File: src/rtl/fread_sched.sv
// Job-level scheduler in front of spi_dev_fread: round-robin job arbitration, chunk splitting, byte forwarding.
// Optional idle-byte watchdog enabled by defining FREAD_SCHED_TIMEOUT_EN.
module fread_sched #(
    parameter int N_REQ          = 2,
    parameter int CHUNK_MAX      = 2048,
    parameter int TIMEOUT_CYCLES = 1 << 20
) (
    input  logic                  clk,
    input  logic                  rst,
    input  logic [N_REQ-1:0]      job_valid,
    output logic [N_REQ-1:0]      job_ready,
    input  logic [32*N_REQ-1:0]   job_file_id,
    input  logic [32*N_REQ-1:0]   job_offset,
    input  logic [24*N_REQ-1:0]   job_len,
    output logic [N_REQ-1:0]      job_done,
    output logic [N_REQ-1:0]      job_err,
    output logic [31:0]           req_file_id,
    output logic [31:0]           req_offset,
    output logic [10:0]           req_len,
    output logic                  req_valid,
    input  logic                  req_ready,
    input  logic [7:0]            resp_data,
    input  logic                  resp_valid,
    output logic [7:0]            out_data,
    output logic                  out_valid,
    output logic [1:0]            out_owner,
    output logic                  busy
);

    if (N_REQ < 1 || N_REQ > 4 || CHUNK_MAX < 1 || CHUNK_MAX > 2048 ||
        (CHUNK_MAX & (CHUNK_MAX - 1)) != 0 || TIMEOUT_CYCLES < 1) begin : g_param_check
        $error("fread_sched: parameter out of range");
    end

    typedef enum logic [2:0] {
        S_IDLE, S_ARB, S_REQ, S_WAIT, S_DONE, S_ERR
    } state_t;

    state_t      state, state_nxt;
    logic [1:0]  rr;
    logic [1:0]  owner;
    logic [1:0]  grant;
    logic        grant_hit;
    logic [23:0] remaining;
    logic [23:0] rem_after;
    logic [11:0] count;
    logic [11:0] chunk;
    logic        chunk_last;
    logic        timeout;

    function automatic logic [11:0] clip(input logic [23:0] n);
        return (n >= 24'(CHUNK_MAX)) ? 12'(CHUNK_MAX) : n[11:0];
    endfunction

    // req_len already holds chunk-1 for the chunk in flight.
    assign chunk      = 12'(req_len) + 12'd1;
    assign chunk_last = resp_valid && (count + 12'd1 == chunk);
    assign rem_after  = remaining - 24'(chunk);
    assign busy       = (state != S_IDLE);

    // First valid requester at or after the round-robin pointer, wrapping.
    always_comb begin
        grant     = '0;
        grant_hit = 1'b0;
        for (int i = 0; i < N_REQ; i++) begin
            if (!grant_hit && job_valid[(int'(rr) + i) % N_REQ]) begin
                grant_hit = 1'b1;
                grant     = 2'((int'(rr) + i) % N_REQ);
            end
        end
    end

    always_ff @(posedge clk) begin
        if (rst) state <= S_IDLE;
        else     state <= state_nxt;
    end

    always_comb begin
        // NOTE: every output of this block gets a default first, so no path can infer a latch.
        state_nxt = state;
        job_ready = '0;
        req_valid = 1'b0;
        case (state)
            S_IDLE: if (|job_valid) state_nxt = S_ARB;
            S_ARB: begin
                if (grant_hit) begin
                    job_ready = N_REQ'(1) << grant;
                    state_nxt = (job_len[24*grant +: 24] == '0) ? S_DONE : S_REQ;
                end else begin
                    state_nxt = S_IDLE;
                end
            end
            S_REQ: begin
                req_valid = 1'b1;
                if (req_ready) state_nxt = S_WAIT;
            end
            S_WAIT: begin
                if (chunk_last)   state_nxt = (rem_after == '0) ? S_DONE : S_REQ;
                else if (timeout) state_nxt = S_ERR;
            end
            S_DONE:  state_nxt = S_IDLE;
            S_ERR:   state_nxt = S_IDLE;
            default: state_nxt = S_IDLE;
        endcase
    end

    always_ff @(posedge clk) begin
        if (rst) begin
            rr          <= '0;
            owner       <= '0;
            remaining   <= '0;
            count       <= '0;
            req_file_id <= '0;
            req_offset  <= '0;
            req_len     <= '0;
            out_data    <= '0;
            out_valid   <= 1'b0;
            out_owner   <= '0;
            job_done    <= '0;
        end else begin
            // NOTE: state registers use non-blocking assignments so every read sees the pre-edge value.
            out_valid <= 1'b0;
            job_done  <= '0;
            case (state)
                S_ARB: begin
                    if (grant_hit) begin
                        owner       <= grant;
                        rr          <= 2'((int'(grant) + 1) % N_REQ);
                        req_file_id <= job_file_id[32*grant +: 32];
                        req_offset  <= job_offset[32*grant +: 32];
                        remaining   <= job_len[24*grant +: 24];
                        req_len     <= 11'(clip(job_len[24*grant +: 24]) - 12'd1);
                    end
                end
                S_REQ: if (req_ready) count <= '0;
                S_WAIT: begin
                    if (resp_valid) begin
                        out_data  <= resp_data;
                        out_valid <= 1'b1;
                        out_owner <= owner;
                        count     <= count + 12'd1;
                        if (chunk_last) begin
                            req_offset <= req_offset + 32'(chunk);
                            remaining  <= rem_after;
                            req_len    <= 11'(clip(rem_after) - 12'd1);
                        end
                    end
                end
                S_DONE:  job_done <= N_REQ'(1) << owner;
                default: ;
            endcase
        end
    end

`ifdef FREAD_SCHED_TIMEOUT_EN
    localparam int WD_W = $clog2(TIMEOUT_CYCLES + 1);
    logic [WD_W-1:0] wd_cnt;

    // Counts consecutive byte-less cycles in WAIT; any other state holds it at zero.
    always_ff @(posedge clk) begin
        if (rst) begin
            wd_cnt  <= '0;
            job_err <= '0;
        end else begin
            job_err <= (state == S_ERR) ? (N_REQ'(1) << owner) : '0;
            if (state != S_WAIT || resp_valid) wd_cnt <= '0;
            else                               wd_cnt <= wd_cnt + 1'b1;
        end
    end

    assign timeout = (state == S_WAIT) && !resp_valid && (wd_cnt == WD_W'(TIMEOUT_CYCLES - 1));
`else
    assign timeout = 1'b0;
    assign job_err = '0;
`endif

endmodule
File: config.mk
export PLATFORM = sky130hd
export DESIGN_NAME = fread_sched
export DESIGN_NICKNAME = d
export VERILOG_FILES = /design/src/rtl/fread_sched.sv
export SDC_FILE = /design/constraint.sdc
export NUM_CORES = 1
export LEC_CHECK = 0
export BUFFER_PORTS_ARGS = -buffer_cell sky130_fd_sc_hd__clkbuf_2
export CORE_MARGIN = 2
export CORE_UTILIZATION = 30
export DETAILED_ROUTE_END_ITERATION = 8
export GPL_TIMING_DRIVEN = 1
export PLACE_DENSITY = 0.53
export SKIP_LAST_GASP = 1
export SLEW_MARGIN = 20
export SYNTH_ARGS = -nofsm -noshare
export SYNTH_HDL_FRONTEND = slang
export SYNTH_SLANG_ARGS = --single-unit
File: constraint.sdc
create_clock -name clk -period 6.2 [get_ports clk]
set_input_delay 1.24 -clock clk [delete_from_list [all_inputs] [get_ports clk]]
set_output_delay 1.24 -clock clk [all_outputs]
set_load 0.01 [all_outputs]
==> flow_metrics.tcl, run 1 <==
set metrics [dict create \
    vias 10135 \
    tritoncts "built" \
    power_w 0.00302 \
    period_share 0.803 \
    diodes 0 \
    final_antenna_net_count 0 \
    crit_path_max_fanout 10 \
    yosys.area.top_type "dfxtp_1" \
    critical_path_cell_count 19 \
    synth_flop_cell "dfxtp_1" \
    viasPerCell 5.39 \
    numCtsBuffers 17 \
    skew_ns 0.0196 \
    hold_path_class "reg -> reg" \
    synth_edf_count 0 \
    clkTransAtPathRegs_ns 0.07 \
    critPathLaunch "req_len[0]$_SDFFE_PP0P_" \
    worst_pin_slew_ns 0.924 \
    syn_area_um2 8950 \
    grt_pass1_wl_um 52400 \
    cp_top_family "simple AND/OR/NAND/NOR gates" \
    cts_sinks 128 \
    n_fill_cell 3193 \
    postCtsSetupRepairBufs 0 \
    synth_seq_cells 128 \
    finalHoldViolations 0 \
    buffer_ports.inserted 280 \
    die_y_um 177 \
    required_ns 6.53 \
    drtIter0Drc 760 \
    dp_slack_ns 1.37 \
    finalSetupViolCount 0 \
    track_usage 0.213 \
    synth_common_cells "nand2_1, dfxtp_1, nor2_1" \
    num_rows 63 \
    worstSetupEndpoint "req_len[10]$_SDFFE_PP0P_" \
    clockBufferDepth 2 \
    synth_cell_types 70 \
    grt_overflow_total 0 \
    post-route-drc-count 0 \
    status "finished, final reports clean" \
    regArea_um2 2560 \
    max-slew-margin-rel 0.384 \
    drv_cap 0 \
    die_x_um 177 \
    powerDensity_nw_per_um2 269 \
    r2r_end "req_len[10]$_SDFFE_PP0P_" \
    final_max_slew_viol_count 0 \
    nets 1696 \
    gp_congestion 0.917 \
    arrival_ns 5.31 \
    synth_most_common_cell "nand2_1" \
    drtPass1Iterations 6 \
    die_area_um2 31200 \
    htreeDepth 4 \
    cp_num_buf_inv 1 \
    grt_setup_unrepaired "false" \
    syn_area_per_cell_um2 7.15 \
    wl_per_cell_um 18.2 \
    cpPeakStageDelay_ns 0.48 \
    synth_cells 1252 \
    fin_setup_tns_ns 0 \
    synth_top_cell_area_share 0.286 \
    start_util 0.304 \
    synth-async-reset-ratio 0 \
    antenna_found_initial 0 \
    ctsResizeCount 0 \
    layout-drive-gt1-share 0.236 \
    slowest_stage "dfxtp_1" \
    ctsHoldBuffers 0 \
    crit_chain "ha_1, inv_1, nor4_1, xnor2_1, ha_1, a21oi_1, nor2_1, nor4_1, nand2b_1, o21a_1, nor4bb_1, nand4_1, a21oi_1, a21oi_1, ha_1, o21ai_0, nand2_1, a211o_1, a311oi_1" \
    core_um2 29500 \
    hpwlAfterDp_um 25400 \
    crit_path_end_kind "register" \
    multi_input_area_um2 5930 \
    leakage_nw 4.91 \
    io_pins 284 \
    ys_seq_area_frac 0.286 \
    syn2layout_area_growth_pct 25.5 \
    yosys_warnings 0 \
    crit_type "reg -> reg" \
    period_minus_slack_ns 4.98 \
    layout_setup_ws_ns 1.22 \
    root_buffer "clkbuf_16" \
    grt_pass1_vias 9343 \
    worstReg2RegStart "req_len[0]$_SDFFE_PP0P_" \
    worstSkewPairLatency_ns 0.43 \
    crit_path_start_kind "register" \
    r2r_slack_ns 1.22 \
    drt-total-wl_um 34200 \
    max_freq_ghz 0.201 \
    synth_top_cells_by_area "dfxtp_1, nand2_1, a21oi_1" \
    grt_max_degree 75 \
    ff2ff_path_depth 19 \
    vdd_drop_max_mv 0.153 \
]
-- routing by layer --
layer  wire, um  up-vias  GRT usage  share of wire
met5          0        -          0              0
met1      15500     4738      0.288           0.45
met4        637        0     0.0534          0.019
li1           -     4993          -              -
met3       2250       36     0.0451          0.066
met2      15800      368      0.344           0.46
-- registers in the layout, indices dropped and copies added (netlist names), 2 cells and up --
register / flops
req_file_id: 32
req_offset: 32
remaining: 24
count: 12
req_len: 11
out_data: 8
state: 3
job_done: 2
-- worst min path at each step --
stage / slack (ns) / end / depth (start not counted) / start
after floorplan: 0.43 / remaining[0]$_SDFFE_PP0P_ / 2 / remaining[0]$_SDFFE_PP0P_
after global placement: 0.44 / remaining[0]$_SDFFE_PP0P_ / 2 / remaining[0]$_SDFFE_PP0P_
after detailed placement: 0.45 / remaining[0]$_SDFFE_PP0P_ / 2 / remaining[0]$_SDFFE_PP0P_
after CTS: 0.46 / remaining[8]$_SDFFE_PP0P_ / 2 / remaining[8]$_SDFFE_PP0P_
after global routing: 0.47 / remaining[0]$_SDFFE_PP0P_ / 2 / remaining[0]$_SDFFE_PP0P_
final: 0.46 / out_data[1]$_SDFFE_PP0P_ / 2 / out_data[1]$_SDFFE_PP0P_
-- cell families (layout without fill, tap and decap cells) --
family | Yosys count | in the layout | synth area share
AND/OR/NAND/NOR | 543 | 543 | 0.281
AO/OA/AOI/OAI | 356 | 356 | 0.260
flip-flops | 128 | 128 | 0.286
buffers and inverters | 124 | 360 | 0.0569
XOR/XNOR | 57 | 57 | 0.0573
adder cells (fa/ha/maj) | 29 | 29 | 0.0422
multiplexers | 14 | 14 | 0.0158
other | 1 | 3 | 0.000419
-- power breakdown --
| group | switching, W | internal, W | total, W | leakage [nW] |
|---|---|---|---|---|
| Sequential | 0.0000741 | 0.000888 | 0.000962 | 1.04 |
| Clock | 0.000474 | 0.000582 | 0.00106 | 0.297 |
| Combinational | 0.000625 | 0.000378 | 0.00100 | 3.57 |
-- cells in the final DEF, fill, tap and decap left out, types with 5 or more instances in the layout --
cell       netlist  final
clkbuf_2         0    279
nand2_1        209    208
dfxtp_1        128    128
nor2_1         126    124
a21oi_1        124    123
nand3_1         57     56
o21ai_0         44     44
nor3_1          41     40
xnor2_1         36     36
inv_1           35     35
a222oi_1        29     29
ha_1            27     27
o21ai_1         26     25
a211oi_1        23     23
o211ai_1        22     22
xor2_1          20     20
clkbuf_16        0     17
or3_1           16     16
and3_1          15     15
mux2i_1         13     13
o31ai_1         12     12
nor4_1          12     12
buf_4            7     12
nand4_1         11     11
a31oi_1         11     11
a21o_1          10     10
a311oi_1        10     10
o21a_1           9      9
or4_1            9      9
and2_1           9      8
nand3b_1         6      6
a2111oi_2        6      6
o21bai_1         6      6
nand2b_1         5      5
inv_8            0      5
-- final cells by class --
type / count / share of cell area
Multi-Input combinational cell: 1002 / 0.528
Clock inverter: 15 / 0.0166
Tap cell: 390 / 0.0434
Inverter: 36 / 0.0120
Timing Repair Buffer: 292 / 0.134
Clock buffer: 17 / 0.0379
Sequential cell: 128 / 0.228
-- through the flow --
stage | instances | hold slack (ns) | utilization | area, um^2
after floorplan | 1254 | 0.432 | - | 8960
after global placement | 1848 | 0.442 | 0.360 | 10600
after CTS | 1880 | 0.460 | 0.381 | 11200
after global routing | 1880 | 0.472 | 0.381 | 11200
final | 1880 | 0.457 | 0.381 | 11200
after detailed placement | 1848 | 0.450 | 0.360 | 10600
-- worst register-to-register path, cell delays in order (launching register included) --
cell and delay, ns:
dfxtp_1 0.48, ha_1 0.33, inv_1 0.09, nor4_1 0.48
xnor2_1 0.20, ha_1 0.42, a21oi_1 0.22, nor2_1 0.13
nor4_1 0.26, nand2b_1 0.11, o21a_1 0.21, nor4bb_1 0.28
nand4_1 0.19, a21oi_1 0.23, a21oi_1 0.10, ha_1 0.34
o21ai_0 0.18, nand2_1 0.09, a211o_1 0.29, a311oi_1 0.25
(Power assumes the default switching activity.)
==> inputs of run 2 (changes only) <==
--- a/config.mk
+++ b/config.mk
@@ -5,12 +5,13 @@
 export SDC_FILE = /design/constraint.sdc
 export NUM_CORES = 1
 export LEC_CHECK = 0
+export ABC_AREA = 1
 export BUFFER_PORTS_ARGS = -buffer_cell sky130_fd_sc_hd__clkbuf_2
 export CORE_MARGIN = 2
 export CORE_UTILIZATION = 30
 export DETAILED_ROUTE_END_ITERATION = 8
 export GPL_TIMING_DRIVEN = 1
-export PLACE_DENSITY = 0.53
+export PLACE_DENSITY = 0.52
 export SKIP_LAST_GASP = 1
 export SLEW_MARGIN = 20
 export SYNTH_ARGS = -nofsm -noshare
==> constraint.sdc (replaced) <==
create_clock -name clk -period 5.09 [get_ports clk]
set_input_delay 1.018 -clock clk [delete_from_list [all_inputs] [get_ports clk]]
set_output_delay 1.018 -clock clk [all_outputs]
set_load 0.01 [all_outputs]
==> run 2 against run 1 <==
Routed wire length is 5.7% higher. Worst hold slack worse by 0.0092 ns. Total power is 74% higher. Design area is 3.8% higher. Clock skew is 0.0043 ns higher. Synthesized area is 4.8% higher. Sequential power is 44% higher.
==> flow_metrics.tcl, run 2 <==
set metrics [dict create \
    layout_common_cells "nand2_1, clkbuf_2, nor2_1" \
    r2r_end "req_len[10]$_SDFFE_PP0P_" \
    antenna_found_initial 0 \
    p_clk_frac 0.241 \
    hold_path_class "reg -> reg" \
    skew_ns 0.0239 \
    gp_congestion 0.882 \
    worstSetupEndpoint "req_len[10]$_SDFFE_PP0P_" \
    critPathLaunch "req_len[0]$_SDFFE_PP0P_" \
    grt_pass1_vias 10340 \
    met1_usage 0.281 \
    nets 2007 \
    finalHoldViolations 0 \
    cts_sinks 128 \
    grt.busiest_layer "met2" \
    track_usage 0.220 \
    vias 10806 \
    drt-total-wl_um 36200 \
    grt_setup_unrepaired "false" \
    drtIter0Drc 742 \
    final_antenna_net_count 0 \
    synth_common_cells "nand2_1, nor2_1, inv_1" \
    status "finished, final reports clean" \
    synth_top_cell_area_share 0.273 \
    met3_usage 0.0502 \
    slowest_stage "dfxtp_1" \
    crit_path_start_kind "register" \
    die_area_um2 32700 \
    mostFrequentLayoutCell "nand2_1" \
    period_share 0.874 \
    worstSkewPairLatency_ns 0.45 \
    layout_setup_ws_ns 0.641 \
    core_um2 30700 \
    ctsResizeCount 0 \
    crit_type "reg -> reg" \
    io_pins 284 \
    grt_max_degree 82 \
    start_util 0.306 \
    final_max_slew_viol_count 0 \
    pwr-share-seq 0.264 \
    switching_share 0.478 \
    postCtsSetupRepairBufs 0 \
    layout-drive-gt1-share 0.214 \
    worst_pin_slew_ns 1.02 \
    post-route-drc-count 0 \
    crit_path_end_kind "register" \
    cpPeakStageDelay_ns 0.46 \
    diodes 0 \
    ys_seq_area_frac 0.273 \
    ctsHoldBuffers 0 \
    syn2layout_area_growth_pct 24.3 \
    synth_seq_cells 128 \
    period_minus_slack_ns 4.45 \
    fin_setup_tns_ns 0 \
    grt_overflow_total 0 \
    synth_cell_types 51 \
    clkTransAtPathRegs_ns 0.07 \
    leakage_nw 5.63 \
    r2r_slack_ns 0.64 \
    num_rows 64 \
    clockBufferDepth 2 \
    wl_per_cell_um 16.5 \
    p_comb_frac 0.495 \
    synth_edf_count 0 \
    drtPass1Iterations 5 \
    tritoncts "built" \
    dp_slack_ns 0.741 \
    reg.largest.list "req_file_id (32), req_offset (32), remaining (24)" \
    synth_cells 1542 \
    yosys_warnings 0 \
    htreeDepth 4 \
    root_buffer "clkbuf_16" \
    p_switching_w 0.00252 \
    intPower_w 0.00275 \
    n_fill_cell 3375 \
    powerDensity_nw_per_um2 451 \
    finalSetupViolCount 0 \
    max-slew-margin-rel 0.319 \
    die_x_um 181 \
    synth-async-reset-ratio 0 \
    synth_most_common_cell "nand2_1" \
    synth_top_cells_by_area "dfxtp_1, nand2_1, nor2_1" \
    vdd_drop_max_mv 0.288 \
    hold_start "owner[0]$_SDFFE_PP0P_" \
    die_y_um 181 \
    synth_flop_cell "dfxtp_1" \
    crit_top_cell "nand2_1" \
    buffer_ports.inserted 280 \
    numCtsBuffers 17 \
    hpwlAfterDp_um 27700 \
    syn_area_um2 9380 \
    crit_path_max_fanout 7 \
    worstReg2RegStart "req_len[0]$_SDFFE_PP0P_" \
    drv_cap 0 \
    arrival_ns 4.78 \
    yosys.area.top_type "dfxtp_1" \
    viasPerCell 4.92 \
    grt_pass1_wl_um 57300 \
    use_met2 0.376 \
    required_ns 5.42 \
    syn_area_per_cell_um2 6.08 \
    max_freq_ghz 0.225 \
    ff2ff_path_depth 33 \
]
run 2: changes by cell type after synthesis, sizes merged, moves of 14 or more:
cell / change
nand2: +237
inv: +113
nor2: +99
o21ai: +64
a222oi: -29
a21oi: -26
a31oi: +24
o211ai: -22
clkbuf: -21
nand3: +21
xnor2: -21
nor3: -20
and3: -15
or3: -14
run 2: final cells by class:
type	count	area [um^2]	share of cell area
Inverter	150	568	0.0487
Clock inverter	15	160	0.0137
Tap cell	396	495	0.0425
Multi-Input combinational cell	1196	5940	0.509
Sequential cell	128	2560	0.220
Clock buffer	17	425	0.0365
Timing Repair Buffer	295	1510	0.130
run 2: through the flow:
stage | hold WS (ns) | cell area [um^2] | utilization | cells | total power [W]
2_1_floorplan | 0.413 | 9390 | - | 1544 | 0.00319
3_3_place_gp | 0.436 | 11100 | 0.361 | 2165 | 0.00401
3_5_place_dp | 0.439 | 11100 | 0.361 | 2165 | 0.00399
4_1_cts | 0.447 | 11700 | 0.380 | 2197 | 0.00528
5_1_grt | 0.466 | 11700 | 0.380 | 2197 | 0.00569
6_report | 0.448 | 11700 | 0.380 | 2197 | 0.00526
run 2: worst max-delay path, delay by kind of cell, from the launching register on:
family                     cells  cell delay, ns
AOI/OAI and AO/OA              1            0.25
xor gates and xnor gates       1            0.31
buffers and inverters          5            0.32
and+or+nand+nor               24            2.47
adders and majority gates      2            0.55
DFF                            1            0.46
run 2: how the worst min path moves through the flow:
stage | to | slack, ns | cells past startpoint
final | job_done[0]$_SDFF_PP0_ | 0.45 | 1
after detailed placement | job_done[0]$_SDFF_PP0_ | 0.44 | 1
after global placement | job_done[0]$_SDFF_PP0_ | 0.44 | 1
after CTS | job_done[0]$_SDFF_PP0_ | 0.45 | 1
after global routing | job_done[0]$_SDFF_PP0_ | 0.47 | 1
after floorplan | job_done[0]$_SDFF_PP0_ | 0.41 | 1
run 2: routing by layer:
metal | vias to the layer above | share of wire | wire (um)
met3 | 34 | 0.064 | 2330
met2 | 348 | 0.48 | 17200
met5 | - | 0 | 0
met4 | 0 | 0.014 | 501
met1 | 4903 | 0.45 | 16100
li1 | 5521 | - | -
run 2: power by group through the flow:
stage	Sequential (W)	Clock [W]	Combinational [W]
2_1_floorplan	0.00140	0	0.00179
3_3_place_gp	0.00141	0	0.00260
3_5_place_dp	0.00141	0	0.00258
4_1_cts	0.00139	0.00129	0.00260
5_1_grt	0.00142	0.00134	0.00293
6_report	0.00139	0.00127	0.00260
run 2: cells by family (layout without fill, tap and decap cells):
family	Yosys count	count (layout)	share of synthesized area
simple gates	823	823	0.372
compound gates	291	291	0.168
buf+inv	220	477	0.0970
flops	128	128	0.273
xor+xnor	39	39	0.0372
fa+ha+maj	29	29	0.0403
mux	11	11	0.0117
other cells	1	3	0.000400
==> inputs of run 3 (changes only) <==
--- a/config.mk
+++ b/config.mk
@@ -9,9 +9,10 @@
 export BUFFER_PORTS_ARGS = -buffer_cell sky130_fd_sc_hd__clkbuf_2
 export CORE_MARGIN = 2
 export CORE_UTILIZATION = 30
+export CTS_BUF_LIST = sky130_fd_sc_hd__clkbuf_16
 export DETAILED_ROUTE_END_ITERATION = 8
 export GPL_TIMING_DRIVEN = 1
-export PLACE_DENSITY = 0.52
+export PLACE_DENSITY = 0.54
 export SKIP_LAST_GASP = 1
 export SLEW_MARGIN = 20
 export SYNTH_ARGS = -nofsm -noshare
==> constraint.sdc (replaced) <==
create_clock -name clk -period 3.59 [get_ports clk]
set_input_delay 0.718 -clock clk [delete_from_list [all_inputs] [get_ports clk]]
set_output_delay 0.718 -clock clk [all_outputs]
set_load 0.01 [all_outputs]
==> run 3 against run 2 <==
The run now ends with negative setup slack left. Die area stayed put. Setup slack lost 0.87 ns. Sequential share of layout area shrank 2.6 points. Critical endpoint is now req_len[7]$_SDFFE_PP0P_. Largest cell class unchanged. Highest routed layer unchanged.
==> flow_metrics.tcl, run 3 (synthesis gave the netlist of run 2 again) <==
set metrics [dict create \
    max-slew-margin-rel 0.293 \
    track_usage 0.226 \
    finalSetupViolCount 11 \
    violations "negative setup slack" \
    worstSkewPairLatency_ns 0.43 \
    crit_path_end_kind "register" \
    die_y_um 181 \
    crit_path_max_fanout 11 \
    max_freq_ghz 0.262 \
    worst_pin_slew_ns 1.06 \
    status "complete, but fails checks" \
    period_share 1.06 \
    finalHoldViolations 0 \
    grt_pass1_wl_um 59400 \
    nets 2129 \
    viasPerCell 4.91 \
    antenna_found_initial 0 \
    vdd_drop_max_mv 0.410 \
    root_buffer "clkbuf_16" \
    drv_cap 0 \
    crit_type "reg -> reg" \
    htreeDepth 4 \
    io_pins 284 \
    grt_overflow_total 0 \
    cp_top_family "simple AND/OR/NAND/NOR gates" \
    gp_congestion 0.917 \
    regArea_um2 2570 \
    start_util 0.306 \
    mostFrequentLayoutCell "nand2_1" \
    arrival_ns 4.10 \
    clockBufferDepth 2 \
    layout_setup_ws_ns -0.228 \
    final_max_slew_viol_count 0 \
    grt_setup_unrepaired "true" \
    crit_path_start_kind "register" \
    powerDensity_nw_per_um2 695 \
    final_area_um2 13300 \
    cp_num_buf_inv 8 \
    required_ns 3.87 \
    layout_common_cells "nand2_1, clkbuf_2, nor2_1" \
    multi_input_area_um2 6600 \
    drtIter0Drc 766 \
    num_rows 64 \
    drtPass1Iterations 6 \
    clkTransAtPathRegs_ns 0.06 \
    post-route-drc-count 0 \
    skew_ns 0.0192 \
    n_fill_cell 3292 \
    final_antenna_net_count 0 \
    drt-total-wl_um 38200 \
    die_area_um2 32700 \
    hold_depth 1 \
    grt_max_degree 79 \
    syn2layout_area_growth_pct 41.8 \
    hold-worst-slack_ns 0.442 \
    cpPeakStageDelay_ns 0.38 \
    vias 11377 \
    period_minus_slack_ns 3.82 \
    tritoncts "built" \
    critical_path_cell_count 32 \
    hold_path_class "reg -> reg" \
    die_x_um 181 \
    crit_top_cell "nor2_4" \
    reg.largest.list "req_file_id (32), req_offset (32), remaining (24)" \
    ff2ff_path_depth 32 \
    core_um2 30700 \
    grt_pass1_vias 11153 \
    dpl_cell_area_um2 11900 \
    slowest_stage "dfxtp_4" \
    cts_sinks 128 \
    buffer_ports.inserted 280 \
    hpwlAfterDp_um 28600 \
    numCtsBuffers 17 \
    diodes 0 \
    wl_per_cell_um 16.5 \
    layout-drive-gt1-share 0.333 \
    leakage_nw 6.34 \
]
==> run 3: final cells by class <==
cell class | count | share of cell area
multi-input cells | 1197 | 0.496
flip-flops and latches | 128 | 0.193
repair buffers | 416 | 0.187
inverters | 150 | 0.0429
well taps | 396 | 0.0372
clock buffers | 17 | 0.0320
clock inverters | 14 | 0.0118
==> run 3: worst paths after layout <==
path,from,to,slack (ns)
setup reg to reg,req_len[0]$_SDFFE_PP0P_,req_len[7]$_SDFFE_PP0P_,-0.23
hold reg to reg,owner[0]$_SDFFE_PP0P_,job_done[0]$_SDFF_PP0_,0.44
setup / recovery,req_len[0]$_SDFFE_PP0P_,req_len[7]$_SDFFE_PP0P_,-0.23
hold / removal,owner[0]$_SDFFE_PP0P_,job_done[0]$_SDFF_PP0_,0.44
==> run 3: worst register-to-register path, delay by kind of cell, from the launching register on <==
kind            cells  cell delay, ns
simple gates       20            1.79
xor+xnor            1            0.21
fa+ha+maj           1            0.28
compound gates      2            0.24
buf+inv             8            0.80
flops               1            0.38
==> run 3: timing repair <==
item,4_1_cts,5_1_grt
gates resized for setup,65,111
pin swaps,44,73
cloned,1,0
setup buffers,19,12
endpoints found under the setup margin,11,28
hold endpoints to repair,0,0
hold buffers,0,0
==> run 3: per-layer routing <==
layer / wire (um) / part of all wire / vias to the layer above / track usage
li1: - / - / 5740 / -
met1: 16100 / 0.42 / 5209 / 0.275
met2: 18800 / 0.49 / 380 / 0.403
met3: 2590 / 0.068 / 48 / 0.0506
met4: 707 / 0.019 / 0 / 0.0523
met5: 0 / 0 / - / 0
==> run 3: stage by stage <==
stage | utilization | setup TNS [ns] | total power, W | setup WS, ns | instances
finish | 0.434 | -1.82 | 0.00925 | -0.228 | 2318
global route | 0.434 | -4.08 | 0.00987 | -0.447 | 2318
CTS | 0.418 | -1.06 | 0.00873 | -0.148 | 2310
detailed placement | 0.387 | -1.86 | 0.00646 | -0.253 | 2259
global placement | 0.387 | -1.22 | 0.00645 | -0.181 | 2259
floorplan | - | 0 | 0.00455 | 0.00120 | 1544
==> run 3: power breakdown <==
part	internal, W	switching, W
logic	0.00231	0.00316
clock network	0.00103	0.000763
registers	0.00169	0.000297
total	0.00503	0.00422
